**config.mk**
```make
export PLATFORM = sky130hd
export DESIGN_NAME = perceptron_learner
export DESIGN_NICKNAME = d
export VERILOG_FILES = /design/src/rtl/perceptron_learner_pkg.sv /design/src/rtl/perceptron_learner_sat_add.sv /design/src/rtl/perceptron_learner.sv
export SDC_FILE = /design/constraint.sdc
export NUM_CORES = 1
export LEC_CHECK = 0
export ABC_AREA = 1
export BUFFER_PORTS_ARGS = -buffer_cell sky130_fd_sc_hd__buf_4
export CAP_MARGIN = 20
export CELL_PAD_IN_SITES_DETAIL_PLACEMENT = 1
export CELL_PAD_IN_SITES_GLOBAL_PLACEMENT = 2
export CORE_MARGIN = 8
export CORE_UTILIZATION = 32
export CTS_CLUSTER_SIZE = 8
export DETAILED_ROUTE_END_ITERATION = 10
export HOLD_SLACK_MARGIN = 0.08
export PLACE_DENSITY = 0.82
export SLEW_MARGIN = 15
export SYNTH_ARGS = -nofsm -noshare
export SYNTH_HDL_FRONTEND = slang
export SYNTH_SLANG_ARGS = --single-unit
```
**constraint.sdc**
```tcl
create_clock -name clk -period 6.7 [get_ports clk]
set_input_delay 0.335 -clock clk [delete_from_list [all_inputs] [get_ports clk]]
set_output_delay 0.335 -clock clk [all_outputs]
set_load 0.01 [all_outputs]
```
**src/rtl/perceptron_learner_pkg.sv**
```systemverilog
// Shared definitions for the perceptron learner: FSM encoding, datapath widths
// and signed weight limits.
package perceptron_learner_pkg;
  typedef enum logic [1:0] {S_IDLE, S_ACC, S_DECIDE, S_UPD} state_t;

  localparam int PAT_W   = 16;
  localparam int SCORE_W = 13;

  function automatic int w_max(input int bits);
    return (1 << (bits - 1)) - 1;
  endfunction

  function automatic int w_min(input int bits);
    return -(1 << (bits - 1));
  endfunction
endpackage

```
**src/rtl/perceptron_learner_sat_add.sv**
```systemverilog
// Signed saturating adder used to step one weight (or the bias) per UPD cycle.
module sat_add
  import perceptron_learner_pkg::*;
#(
  parameter int W_BITS = 8
) (
  input  logic signed [W_BITS-1:0] a,
  input  logic signed [W_BITS-1:0] b,
  output logic signed [W_BITS-1:0] sum
);
  localparam logic signed [W_BITS:0] MAXV = (W_BITS+1)'(w_max(W_BITS));
  localparam logic signed [W_BITS:0] MINV = (W_BITS+1)'(w_min(W_BITS));

  logic signed [W_BITS:0] full;
  assign full = {a[W_BITS-1], a} + {b[W_BITS-1], b};

  always_comb begin
    sum = full[W_BITS-1:0];
    if (full > MAXV)      sum = MAXV[W_BITS-1:0];
    else if (full < MINV) sum = MINV[W_BITS-1:0];
  end
endmodule

```
**src/rtl/perceptron_learner.sv**
```systemverilog
// Serial perceptron: 16-cycle accumulate, 1-cycle decide, 17-cycle update.
// Training and inference share the ACC/DECIDE path; only training enters UPD.
module perceptron_learner
  import perceptron_learner_pkg::*;
#(
  parameter int LR     = 1,
  parameter int W_BITS = 8
) (
  input  logic                      clk,
  input  logic                      rst,
  input  logic [PAT_W-1:0]          train_x,
  input  logic                      train_learn,
  input  logic                      train_is_O,
  input  logic [PAT_W-1:0]          infer_x,
  input  logic                      infer_start,
  output logic                      busy,
  output logic                      infer_done,
  output logic                      infer_is_O,
  output logic signed [SCORE_W-1:0] infer_score,
  output logic [15:0]               sample_count,
  output logic [15:0]               err_count
);
  localparam logic signed [W_BITS-1:0] STEP_P = W_BITS'(LR);
  localparam logic signed [W_BITS-1:0] STEP_N = W_BITS'(-LR);

  state_t state, state_nx;
  logic signed [W_BITS-1:0]  w [PAT_W];
  logic signed [W_BITS-1:0]  bias;
  logic signed [SCORE_W-1:0] acc, acc_term, bias_ext;
  logic [4:0]       idx;
  logic [3:0]       widx;
  logic [PAT_W-1:0] op_x, last_x;
  logic             op_lbl, op_train, last_lbl, learn_q, pending;
  logic             train_trig, infer_go, pred_o, train_err;
  logic signed [W_BITS-1:0] acc_w, upd_cur, upd_step, upd_sum;

  // A held train_learn with an unchanged pattern/label is the same sample.
  assign train_trig = (state == S_IDLE) && train_learn &&
                      (!learn_q || (train_x != last_x) || (train_is_O != last_lbl));
  assign infer_go   = (state == S_IDLE) && !train_trig && (infer_start || pending);
  assign pred_o     = !acc[SCORE_W-1];
  assign train_err  = op_train && (pred_o != op_lbl);
  assign busy       = (state != S_IDLE);

  assign bias_ext = {{(SCORE_W-W_BITS){bias[W_BITS-1]}}, bias};
  assign acc_w    = w[idx[3:0]];
  always_comb begin
    acc_term = '0;
    if (op_x[idx[3:0]]) acc_term = {{(SCORE_W-W_BITS){acc_w[W_BITS-1]}}, acc_w};
  end

  // UPD slot 0 is the bias, slots 1..16 map to w[0..15].
  assign widx     = idx[3:0] - 4'd1;
  assign upd_cur  = (idx == 5'd0) ? bias : w[widx];
  assign upd_step = op_lbl ? STEP_P : STEP_N;

  sat_add #(.W_BITS(W_BITS)) u_sat (
    .a   (upd_cur),
    .b   (upd_step),
    .sum (upd_sum)
  );

  always_comb begin
    state_nx = state;
    case (state)
      S_IDLE:   if (train_trig || infer_go) state_nx = S_ACC;
      S_ACC:    if (idx == 5'd15) state_nx = S_DECIDE;
      S_DECIDE: state_nx = train_err ? S_UPD : S_IDLE;
      S_UPD:    if (idx == 5'd16) state_nx = S_IDLE;
      default:  state_nx = S_IDLE;
    endcase
  end

  always_ff @(posedge clk or posedge rst) begin
    if (rst) state <= S_IDLE;
    else     state <= state_nx;
  end

  always_ff @(posedge clk or posedge rst) begin
    if (rst) begin
      for (int i = 0; i < PAT_W; i++) w[i] <= '0;
      bias         <= '0;
      acc          <= '0;
      idx          <= '0;
      op_x         <= '0;
      op_lbl       <= 1'b0;
      op_train     <= 1'b0;
      last_x       <= '0;
      last_lbl     <= 1'b0;
      learn_q      <= 1'b0;
      pending      <= 1'b0;
      infer_done   <= 1'b0;
      infer_is_O   <= 1'b0;
      infer_score  <= '0;
      sample_count <= '0;
      err_count    <= '0;
    end else begin
      learn_q    <= train_learn;
      infer_done <= 1'b0;
      if (infer_start && (busy || train_trig)) pending <= 1'b1;
      case (state)
        S_IDLE: begin
          idx <= '0;
          acc <= bias_ext;
          if (train_trig) begin
            op_x     <= train_x;
            op_lbl   <= train_is_O;
            op_train <= 1'b1;
            last_x   <= train_x;
            last_lbl <= train_is_O;
          end else if (infer_go) begin
            op_x     <= infer_x;
            op_train <= 1'b0;
            pending  <= 1'b0;
          end
        end
        S_ACC: begin
          acc <= acc + acc_term;
          idx <= idx + 5'd1;
        end
        S_DECIDE: begin
          idx <= '0;
          if (op_train) begin
            if (sample_count != 16'hFFFF) sample_count <= sample_count + 16'd1;
            if (train_err && err_count != 16'hFFFF) err_count <= err_count + 16'd1;
          end else begin
            infer_done  <= 1'b1;
            infer_is_O  <= pred_o;
            infer_score <= acc;
          end
        end
        S_UPD: begin
          idx <= idx + 5'd1;
          if (idx == 5'd0)   bias    <= upd_sum;
          else if (op_x[widx]) w[widx] <= upd_sum;
        end
        default: ;
      endcase
    end
  end
endmodule

```
Word level (Yosys, flattened, before mapping)

Index checks and enable logic that the tools add are counted.

Reductions and logical operators: 31
Bitwise operators: 4
Equality and inequality tests: 13
Magnitude comparators: 7
Muxes and demuxes: 35
Add/subtract/negate cells: 6

Operators by type and width:

| operator                | number |
|---|---|
| $bwmux W128             | 1 |
| $mux W8                 | 9 |
| $bmux W8 S4             | 2 |
| $add A16 B1 Y16 const B | 2 |
| $demux W8 S4            | 1 |
| $mux W16                | 2 |
| $ne A16 B16 Y1 const B  | 2 |
| $pmux W13 S2            | 1 |
| $ne A16 B16 Y1          | 1 |
| $add A13 B13 Y13        | 1 |
| $mux W13                | 1 |
| $reduce_and A3 Y1       | 4 |
| $ge A5 B5 Y1 const B    | 2 |
| $lt A4 B5 Y1 const B    | 2 |
| $mux W1                 | 10 |
| $not A4 Y5              | 2 |
| $pmux W5 S2             | 1 |
| $add A8 B8 Y9           | 1 |
| $gt A9 B8 Y1 const B    | 1 |
| $lt A9 B8 Y1 const B    | 1 |
| $bmux W1 S4             | 2 |
| $logic_and A1 B1 Y1     | 8 |
| $mux W2                 | 4 |
| $pmux W2 S4             | 1 |
| 18 further kinds        | 34 |

Register bits after elaboration: 239
Output and inout port bits: 48
Word-level logic and storage cells: 127

Longest topological paths before layout

Gate-level depths: netlist of run 1.

Word-level depth: 11
Gate-level depth with buffers: 35
Depth with buffers taken out: 25

By module

From an unflattened synthesis of run 1, not the netlist that was laid out.

Cells, all modules: 1,935
Area total of the unflattened synthesis: 13,944.6 µm²

Modules (own cells, without submodules):

| module             | cells an instance | sequential area each (µm²) | times used | area an instance (µm²) |
|---|---|---|---|---|
| perceptron_learner | 1,855             | 5,980.7                    | 1          | 13,461.7 |
| sat_add            | 80                | 0.0                        | 1          | 483.0 |

Worst setup path before layout of run 1

OpenSTA, ideal clock, no wires.

Kind: register to register
Start: register idx[0]
End: register w[64] (netlist bit)
Arrival time: 5.133 ns
Buffers on the path: 11
Stages on the path, launching flop included: 33
Clock period less this slack: 5.249 ns
Path slack: 1.451 ns
Library setup time: 0.117 ns
Data required time: 6.583 ns
Cell sequence: dfrtp_1 > buf_4 > inv_2 > buf_4 > buf_2 > buf_2 > buf_2 > clkbuf_1 > ha_1 > buf_2 > inv_2 > buf_2 > buf_1 > clkbuf_1 > o21ai_0 > nand2_1 > nand2_1 > nand3_1 > o21ai_0 > ha_1 > a21oi_1 > o21ai_0 > a21oi_1 > o21bai_1 > nand2_1 > nand2_1 > o21ai_2 > clkinv_1 > nand3_4 > nand2_4 > buf_6 > nand2_1 > nand2_1

Word-level cells in the longest chain between the ends: 11

Ends and longest elaborated chain:

| item                                       | line                                                | source |
|---|---|---|
| start: declaration                         | perceptron_learner.sv:30                            | `logic [4:0] idx;` |
| start signal: assignment                   | perceptron_learner.sv:119                           | `idx <= idx + 5'd1;` |
| start signal: assignment                   | perceptron_learner.sv:133                           | `idx <= idx + 5'd1;` |
| $sub A4 B1 Y4                              | perceptron_learner.sv:53                            | `assign widx = idx[3:0] - 4'd1;` |
| $not A4 Y5 (not written as such)           | perceptron_learner.sv:54, perceptron_learner.sv:135 |  |
| $bmux W8 S4                                | perceptron_learner.sv:54                            | `assign upd_cur = (idx == 5'd0) ? bias : w[widx];` |
| $mux W8 (not written as such) (2 in a row) | perceptron_learner.sv:54                            |  |
| $mux W8                                    | perceptron_learner.sv:54                            |  |
| $add A8 B8 Y9                              | perceptron_learner_sat_add.sv:15                    | `assign full = {a[W_BITS-1], a} + {b[W_BITS-1], b};` |
| $lt A9 B8 Y1                               | perceptron_learner_sat_add.sv:20                    | `else if (full < MINV) sum = MINV[W_BITS-1:0];` |
| $mux W8                                    | perceptron_learner_sat_add.sv:20                    |  |
| $mux W8                                    | perceptron_learner_sat_add.sv:19                    | `if (full > MAXV) sum = MAXV[W_BITS-1:0];` |
| $bwmux W128                                | perceptron_learner.sv:135                           | `else if (op_x[widx]) w[widx] <= upd_sum;` |
| end signal: indexed assignment             | perceptron_learner.sv:135                           |  |
| end: declaration                           | perceptron_learner.sv:27                            | `logic signed [W_BITS-1:0] w [PAT_W];` |

Several ways; a longest one is shown, not always the timed one. The select of a mux whose other input is x is not followed.
A chain may end at the register's enable or synchronous reset.

Final worst setup path of run 1

Start: register idx[0]
End: register bias[2]

Word-level cells in the longest chain between the ends: 10

Ends and longest elaborated chain:

| item                                       | line                             | source |
|---|---|---|
| $sub A4 B1 Y4                              | perceptron_learner.sv:53         |  |
| $not A4 Y5 (not written as such)           | perceptron_learner.sv:54         |  |
| $bmux W8 S4                                | perceptron_learner.sv:54         |  |
| $mux W8 (not written as such) (2 in a row) | perceptron_learner.sv:54         |  |
| $mux W8                                    | perceptron_learner.sv:54         |  |
| $add A8 B8 Y9                              | perceptron_learner_sat_add.sv:15 |  |
| $lt A9 B8 Y1                               | perceptron_learner_sat_add.sv:20 |  |
| $mux W8                                    | perceptron_learner_sat_add.sv:20 |  |
| $mux W8                                    | perceptron_learner_sat_add.sv:19 |  |
| end signal: assignment                     | perceptron_learner.sv:134        | `if (idx == 5'd0) bias <= upd_sum;` |
| end: declaration                           | perceptron_learner.sv:28         | `logic signed [W_BITS-1:0] bias;` |

Several ways; a longest one is shown, not always the timed one. The select of a mux whose other input is x is not followed.

==> impl_metrics.toml, run 1 <==
[route]
wl_mm = 48.78
drt_iter0_drc = 949
route.detailed.drc = 0
route.detailed.wl_per_inst_um = 19.75
vias = 12900
antenna_left = 0
viasPerCell = 5.224
firstDrtPassIters = 7

[logic_synthesis]
ys_seq_area_share_pct = 44.13
postSynthAreaPerCell_sq_um = 7.443
synth_simple_gate_area_share_pct = 27.48
synth_cells = 1821
synth.area.mux_share_pct = 0.08309
yosys-top-cells-count = "635 x nand2_1, 239 x dfrtp_1, 182 x o21ai_0"
yosys_warnings = 0
synth_area_leaders = "dfrtp_1 44%, nand2_1 18%, o21ai_0 6.7%"
syn-num-nets = 1889
synth-seq-cells = 239
synth-main-ff-cell = "dfrtp_1"
synthesis.area_sq_mm = 0.01355
synth_compound_area_share_pct = 15.13
ys_types = 54
synthDominantCellAreaShare_pct = 44.13
synth_top_family_by_area = "simple AND/OR/NAND/NOR gates"
synth_edf_count = 0
synth_xor_area_share_pct = 3.111
yosysMostFrequentCell = "nand2_1"
yosysTopAreaCell = "dfrtp_1"
synth_fa_ha_area_share_pct = 2.973
async_flop_share_pct = 100.0

[global_route]
grt_max_degree = 150
gr-total-overflow = 0
grt_use_total_pct = 19.98
grt_pass1_wl_mm = 78.85
grt_pass1_vias = 13770
antenna_found_initial = 0

[placed_design]
hpwlAfterDp_mm = 33.53
port_buffers = 84
place.gp.congestion = 0.8614

[flow_run]
maxCapViolCount = 0

[clocking]
cts_buffers = 36
tritoncts = "yes"
cts_buffer_depth = 3
cts.sinks = 239
clock_latency_ps = 560
cts.clk_slew.worst_paths_ps = 50
root_buffer = "clkbuf_16"
cts_post_setup_buffers_inserted = 0
htree_levels = 2

[worst_setup_path]
startpoint = "idx[0]"
required_ps = 7120
r2r_start = "idx[0]"
cp_max_fo = 45
endpoint_kind = "register"
critPathKind = "reg -> reg"
arrival_ps = 5810
start_kind = "register"

[timing]
skew_ps = 27.16
report.final.slew_viol_count = 0
tightest_slew_ps = 988.3
period_share_pct = 80.42
max_freq_mhz = 185.6
rsz0062_at_grt = "no"
layout_min_cycle_time_ps = 5388
slew_headroom_pct = 33.87
setup_tns_ps = 0
hold_viol = 0
setup_viol = 0

[worst_hold_path]
holdCritPathClass = "in -> reg"
min_from = "infer_x[13]"

[layout]
num_antenna_cells = 0
drive_gt1_share_pct = 11.39
nets = 1994
area_growth_pct = 18.15

[floorplanning]
die_w_um = 221.8
placementRows = 75
io_pins = 85
dieArea_sq_mm = 0.04920
core_sq_mm = 0.04185
initial_core_util_pct = 32.38
die_h_um = 221.8

[run_status]
outcome = "finished clean"
-- sequential cells by signal (all words and copies together), names as in the netlist --
register      count
idx               5
op_x             16
w               128
learn_q           1
last_lbl          1
infer_score      13
state             2
pending           1
bias              8
err_count        16
acc              13
last_x           16
sample_count     16
infer_is_O        1
infer_done        1
op_train          1
-- final timing paths --
kind / depth (start not counted) / slack, ps / end
max: 22 / 1310 / bias[2]
max reg2reg: 22 / 1310 / bias[2]
min in group asynchronous: 3 / 420 / w[122]
min: 3 / 100 / op_x[13]
max in group asynchronous: 5 / 4480 / last_lbl
min reg2reg: 2 / 470 / infer_score[8]
-- what timing repair did --
item,in CTS,in global routing
hold buffers,34,0
hold endpoints to repair,56,0
gates resized for setup,0,0
-- routing by layer --
metal	global-route usage, %	up-vias	routed length [um]
met3	3.478	101	2477
met2	32.88	293	22640
met5	0	-	0
met1	25.71	6402	21850
met4	8.210	0	1809
li1	-	6108	-
-- per-stage QoR --
stage	setup slack, ps	hold WS, ps	std cells	cell area (sq um)	utilization (%)
finish	1312	97.31	2470	16010	38.26
detailed placement	1463	436.6	2393	14680	35.08
CTS	1432	88.01	2470	16010	38.26
global placement	1563	431.3	2393	14680	35.08
floorplan	1451	366.4	1821	13560	-
global route	1029	89.38	2470	16010	38.26
-- area by class of cell --
type	instances	area, sq um
fill	5153	25840
multi-input combinational	1351	6615
inverter	160	611.8
tap	539	674.4
clock inverter	5	83.83
sequential	239	5986
clock buffer	38	908.4
timing repair buffer	138	1134
-- critical path, cell delays in order, from the launching register on --
cell	delay, ps
dfrtp_4	660
inv_2	160
buf_4	280
nand3_2	140
nand2_1	90
nand2_1	150
nor2_1	510
clkinv_1	480
a21oi_1	230
nor2_1	120
nand3_1	120
o21ai_0	140
ha_1	350
a21oi_1	170
o21bai_1	100
nand2_1	70
nand2_1	50
o21ai_2	70
clkinv_1	450
nand3_4	410
nand2_4	240
nand2_1	150
nand2_1	60
-- placed cells by master, fill, tap and decap left out, types with 34 or more instances in the layout --
| cell | instances |
|---|---|
| a21oi_1 | 112 |
| nand3_1 | 76 |
| nor2_1 | 122 |
| nand2_1 | 635 |
| inv_1 | 135 |
| dfrtp_1 | 237 |
| dlygate4sd3_1 | 34 |
| clkbuf_16 | 36 |
| o21ai_0 | 182 |
| buf_4 | 103 |
-- cell families after synthesis --
group / after synthesis
AND/OR/NAND/NOR: 898
AO/OA/AOI/OAI: 375
flip-flops: 239
buffers and inverters: 231
XOR/XNOR: 46
adder cells (fa/ha/maj): 31
multiplexers: 1
Power of run 1 is left out: the tool's default activity adds up to more than one toggle a clock period on the data nets, which glitch-free logic cannot reach.
==> run 2: changes to the inputs <==
Clock period 6.7 ns to 4.45 ns, I/O delays scaled along.
==> run 2 against run 1 <==
Fmax is 30% higher. Sequential share of layout area is 1.3 points lower. Final cell count is 1.6% higher. Via count is 1.3% higher. Wire length is 2.6% higher. First-iteration DRC count is 7.6% lower. Clock skew is 8.3 ps lower. Register-to-register slack worse by 1000 ps. Largest cell class unchanged. Design area is 3.7% higher. Critical path depth is 3 lower.
==> impl_metrics.toml, run 2 (synthesis gave the netlist of run 1 again) <==
[layout]
final_common_cell = "nand2_1"
nets = 2031
nFillCells = 5142
top_register = "w"
area_growth_pct = 22.54
largest_reg_flops = 128
drive_gt1_share_pct = 13.56
layout_common_cells = "634 x nand2_1, 237 x dfrtp_1, 179 x o21ai_0"

[clocking]
cts_buffer_depth = 3
cts.clk_slew.worst_paths_ps = 50
clock_latency_ps = 540
cts.sinks = 239
cts_buffers = 36
htree_levels = 2
tritoncts = "yes"
root_buffer = "clkbuf_16"

[worst_setup_path]
r2r_start = "idx[0]"
slowest_delay_ps = 530
start_kind = "register"
cpMaxStageDelayCell = "dfrtp_4"
arrival_ps = 4600
r2r_cells = 19
critPathKind = "reg -> reg"
r2r-end = "acc[12]"
ff2ff_setup_slack_ps = 290
required_ps = 4890
critical_path.cell_chain = "inv_2 > buf_12 > o21ai_0 > nand3_1 > nand3_1 > nand3_1 > nand2_1 > inv_1 > ha_1 > inv_1 > fa_1 > o21ai_0 > a21oi_1 > o21ai_0 > a21o_1 > a21oi_1 > xor2_1 > nand2_1 > o211ai_1"
endpoint_kind = "register"
cp_max_fo = 92

[placed_design]
port_buffers = 84
hpwlAfterDp_mm = 33.41
place.gp.congestion = 0.8953

[timing]
setup_viol = 0
setup_tns_ps = 0
skew_ps = 18.85
rsz0062_at_grt = "no"
layout_min_cycle_time_ps = 4156
report.final.slew_viol_count = 0
slew_headroom_pct = 29.82
period_share_pct = 93.40
max_freq_mhz = 240.6
tightest_slew_ps = 1053
hold_slack_ps = 179.3
hold_viol = 0

[flow_run]
maxCapViolCount = 0

[floorplanning]
die_h_um = 221.8
io_pins = 85
placementRows = 75
initial_core_util_pct = 32.38
dieArea_sq_mm = 0.04920
core_sq_mm = 0.04185
die_w_um = 221.8

[route]
drt_iter0_drc = 877
route.detailed.wl_per_inst_um = 19.95
antenna_left = 0
wl_mm = 50.07
firstDrtPassIters = 4
vias = 13070
route.detailed.drc = 0
viasPerCell = 5.206

[global_route]
grt_pass1_vias = 13750
grt_max_degree = 164
grt_use_total_pct = 19.88
gr-total-overflow = 0
antenna_found_initial = 1
grt_pass1_wl_mm = 78.41

[run_status]
outcome = "finished clean"

[worst_hold_path]
holdCritPathClass = "in -> async"
[run 2: changes by cell type in the layout (fill, tap and decap cells not counted), moves of 3 or more]
cell and delta:
o21ai_0 -3, clkinv_8 -3, buf_12 +11, nand2_8 +3
clkbuf_16 +3, buf_4 +17
[run 2: area by class of cell]
| cell class | count | area [sq um] | share of cell area (%) |
|---|---|---|---|
| Antenna cell | 2 | 5.005 | 0.03013 |
| Sequential cell | 239 | 5986 | 36.04 |
| Multi-Input combinational cell | 1352 | 6726 | 40.50 |
| Clock inverter | 3 | 25.02 | 0.1507 |
| Timing Repair Buffer | 173 | 1618 | 9.741 |
| Inverter | 160 | 618.1 | 3.722 |
| Timing Repair inverter | 1 | 5.005 | 0.03013 |
| Tap cell | 539 | 674.4 | 4.061 |
| Clock buffer | 41 | 950.9 | 5.725 |
[run 2: metal layers]
metal,global-route usage (%),part of all wire (%)
met1,24.96,44
met3,3.201,4.7
met2,34.13,49
met4,7.270,3.1
met5,0,0
[run 2: worst max-delay path by stage]
stage            from       to  slack [ps]
5_1_grt        idx[0]   w[126]          20
3_5_place_dp   idx[0]   w[101]         120
4_1_cts        idx[0]    w[53]          70
6_report       idx[0]  acc[12]         290
3_3_place_gp   idx[0]    w[18]         180
2_1_floorplan  idx[0]    w[65]          20
[run 2: metrics by stage]
| step | instance area [sq um] | cells | utilization (%) | setup slack, ps |
|---|---|---|---|---|
| after global placement | 15060 | 2421 | 35.98 | 179.0 |
| after CTS | 16400 | 2501 | 39.17 | 71.31 |
| after floorplan | 13630 | 1821 | - | 16.01 |
| after global routing | 16610 | 2509 | 39.68 | 15.85 |
| after detailed placement | 15060 | 2421 | 35.98 | 118.5 |
| final | 16610 | 2510 | 39.68 | 293.9 |
[run 2: timing repair]
action / in CTS / in global routing
resized for setup: 0 / 25
endpoints found under the setup margin: 0 / 127
hold buffers: 36 / 0
setup buffers: 0 / 3
hold endpoints to repair: 41 / 0
[run 2: worst max-delay path, delay by kind of cell (launching register included)]
family	cells	cell delay (ps)
DFF	1	530
buffers and inverters	4	590
xor gates and xnor gates	1	200
AOI/OAI and AO/OA	7	1460
and+or+nand+nor	5	650
adders and majority gates	2	550
Power of run 2 is left out for the same reason.
==> run 3: changes to the inputs <==
Settings changed: CORE_ASPECT_RATIO from default to 0.8.
==> run 3 against run 2 <==
Critical path depth is 3 higher. Highest routed layer is now met5. Via count is 0.53% lower. Setup slack worse by 34 ps. First-iteration DRC count is 1.4% lower. Final cell count hardly changed. Sequential share of layout area is 0.45 points higher. Utilization is 0.47 points lower. Clock skew is 5.1 ps higher. Critical endpoint is now w[28].
==> impl_metrics.toml, run 3 (synthesis gave the netlist of run 1 again) <==
[run_status]
outcome = "finished clean"

[timing]
slew_headroom_pct = 29.91
period_share_pct = 94.17
report.final.slew_viol_count = 0
layout_min_cycle_time_ps = 4190
tightest_slew_ps = 1047
skew_ps = 23.92
hold_viol = 0
setup_tns_ps = 0
setup_viol = 0
rsz0062_at_grt = "no"
max_freq_mhz = 238.6
hold_slack_ps = 228.0

[global_route]
antenna_found_initial = 1
grt_max_degree = 108
grt_use_total_pct = 20.10
grt_pass1_wl_mm = 78.43
gr-total-overflow = 0
grt_pass1_vias = 13610

[route]
firstDrtPassIters = 6
wl_mm = 49.79
route.detailed.wl_per_inst_um = 19.82
drt_iter0_drc = 865
vias = 13000
route.detailed.drc = 0
viasPerCell = 5.174
antenna_left = 0

[layout]
drive_gt1_share_pct = 12.81
final_common_cell = "nand2_1"
area_growth_pct = 21.04
fin_util_pct = 39.22
layout_common_cells = "633 x nand2_1, 237 x dfrtp_1, 180 x o21ai_0"
stdcell_count = 2512
num_antenna_cells = 0
top_register = "w"
nets = 2021
largest_reg_flops = 128

[worst_setup_path]
slowest_delay_ps = 510
endpoint_kind = "register"
crit_buf_inv = 3
critPathKind = "reg -> reg"
cp_max_fo = 17
critical_path.cell_chain = "inv_4 > ha_1 > xor2_1 > nor2_1 > buf_4 > a31oi_1 > nand3_1 > o21ai_0 > ha_1 > nand2_1 > o21ai_2 > a21oi_1 > o21bai_1 > xor2_1 > nor2_2 > nand2_1 > nand2_2 > nand3_4 > buf_12 > nand2_8 > nand2_1 > nand2_1"
critPathTopFamily = "simple AND/OR/NAND/NOR gates"
path_common_cell = "nand2_1"
cpMaxStageDelayCell = "dfrtp_4"
arrival_ps = 4610
start_kind = "register"
required_ps = 4870

[placed_design]
port_buffers = 84
post-place-cells = 2424
hpwlAfterDp_mm = 34.25
place.gp.congestion = 0.8645

[clocking]
cts_buffer_depth = 3
tritoncts = "yes"
htree_levels = 2
cts_buffers = 36
root_buffer = "clkbuf_16"
clock_latency_ps = 540
cts.clk_slew.worst_paths_ps = 50
cts.sinks = 239

[floorplanning]
dieArea_sq_mm = 0.04924
core_sq_mm = 0.04183
die_h_um = 200.1
placementRows = 67
die_w_um = 246.1
initial_core_util_pct = 32.40
io_pins = 85

[flow_run]
maxCapViolCount = 0

[worst_hold_path]
holdCritPathClass = "in -> async"
-- run 3: routing by layer --
layer	share of wire [%]	GRT usage (%)	routed length (um)
met1	47	28.23	23490
met2	44	30.81	21850
met3	6.1	4.149	3048
met4	2.8	6.354	1387
met5	0.016	0	8
-- run 3: final cells by class --
| class | instances | area (sq um) |
|---|---|---|
| Timing Repair Buffer | 164 | 1418 |
| Clock buffer | 41 | 919.6 |
| Sequential cell | 239 | 5986 |
| Fill cell | 5074 | 25430 |
| Inverter | 160 | 618.1 |
| Multi-Input combinational cell | 1352 | 6720 |
| Tap cell | 552 | 690.7 |
| Clock inverter | 4 | 52.55 |
-- run 3: worst paths after layout --
path                                     start        endpoint  slack [ps]  cells after the start
worst max-delay path                    idx[0]           w[28]         260                     22
worst min-delay path                       rst           w[64]         230                      3
worst min register to register  infer_score[7]  infer_score[7]         470                      2
min in group clk                   train_learn         learn_q         370                      2
max in group asynchronous                  rst           w[36]        3260                      4
worst max register to register          idx[0]           w[28]         260                     22
-- run 3: timing repair --
| action | 4_1_cts | 5_1_grt |
|---|---|---|
| setup endpoints to repair | 0 | 121 |
| setup buffers | 0 | 4 |
| gates resized for setup | 0 | 19 |
| hold buffers | 38 | 0 |
| endpoints found under the hold margin | 43 | 0 |
-- run 3: through the flow --
stage | setup slack (ps) | cell area [sq um]
floorplan | 16.01 | 13630
global placement | 241.3 | 14910
detailed placement | 104.4 | 14910
CTS | 61.54 | 16270
global route | 17.07 | 16400
finish | 259.6 | 16400
-- run 3: worst reg2reg max path: stages, from the launching register on --
cell and delay (ps):
dfrtp_4 510, inv_4 130, ha_1 300, xor2_1 410
nor2_1 150, buf_4 200, a31oi_1 210, nand3_1 140
o21ai_0 120, ha_1 250, nand2_1 100, o21ai_2 190
a21oi_1 90, o21bai_1 220, xor2_1 240, nor2_2 80
nand2_1 80, nand2_2 70, nand3_4 80, buf_12 180
nand2_8 150, nand2_1 120, nand2_1 60
Power of run 3 is left out for the same reason.
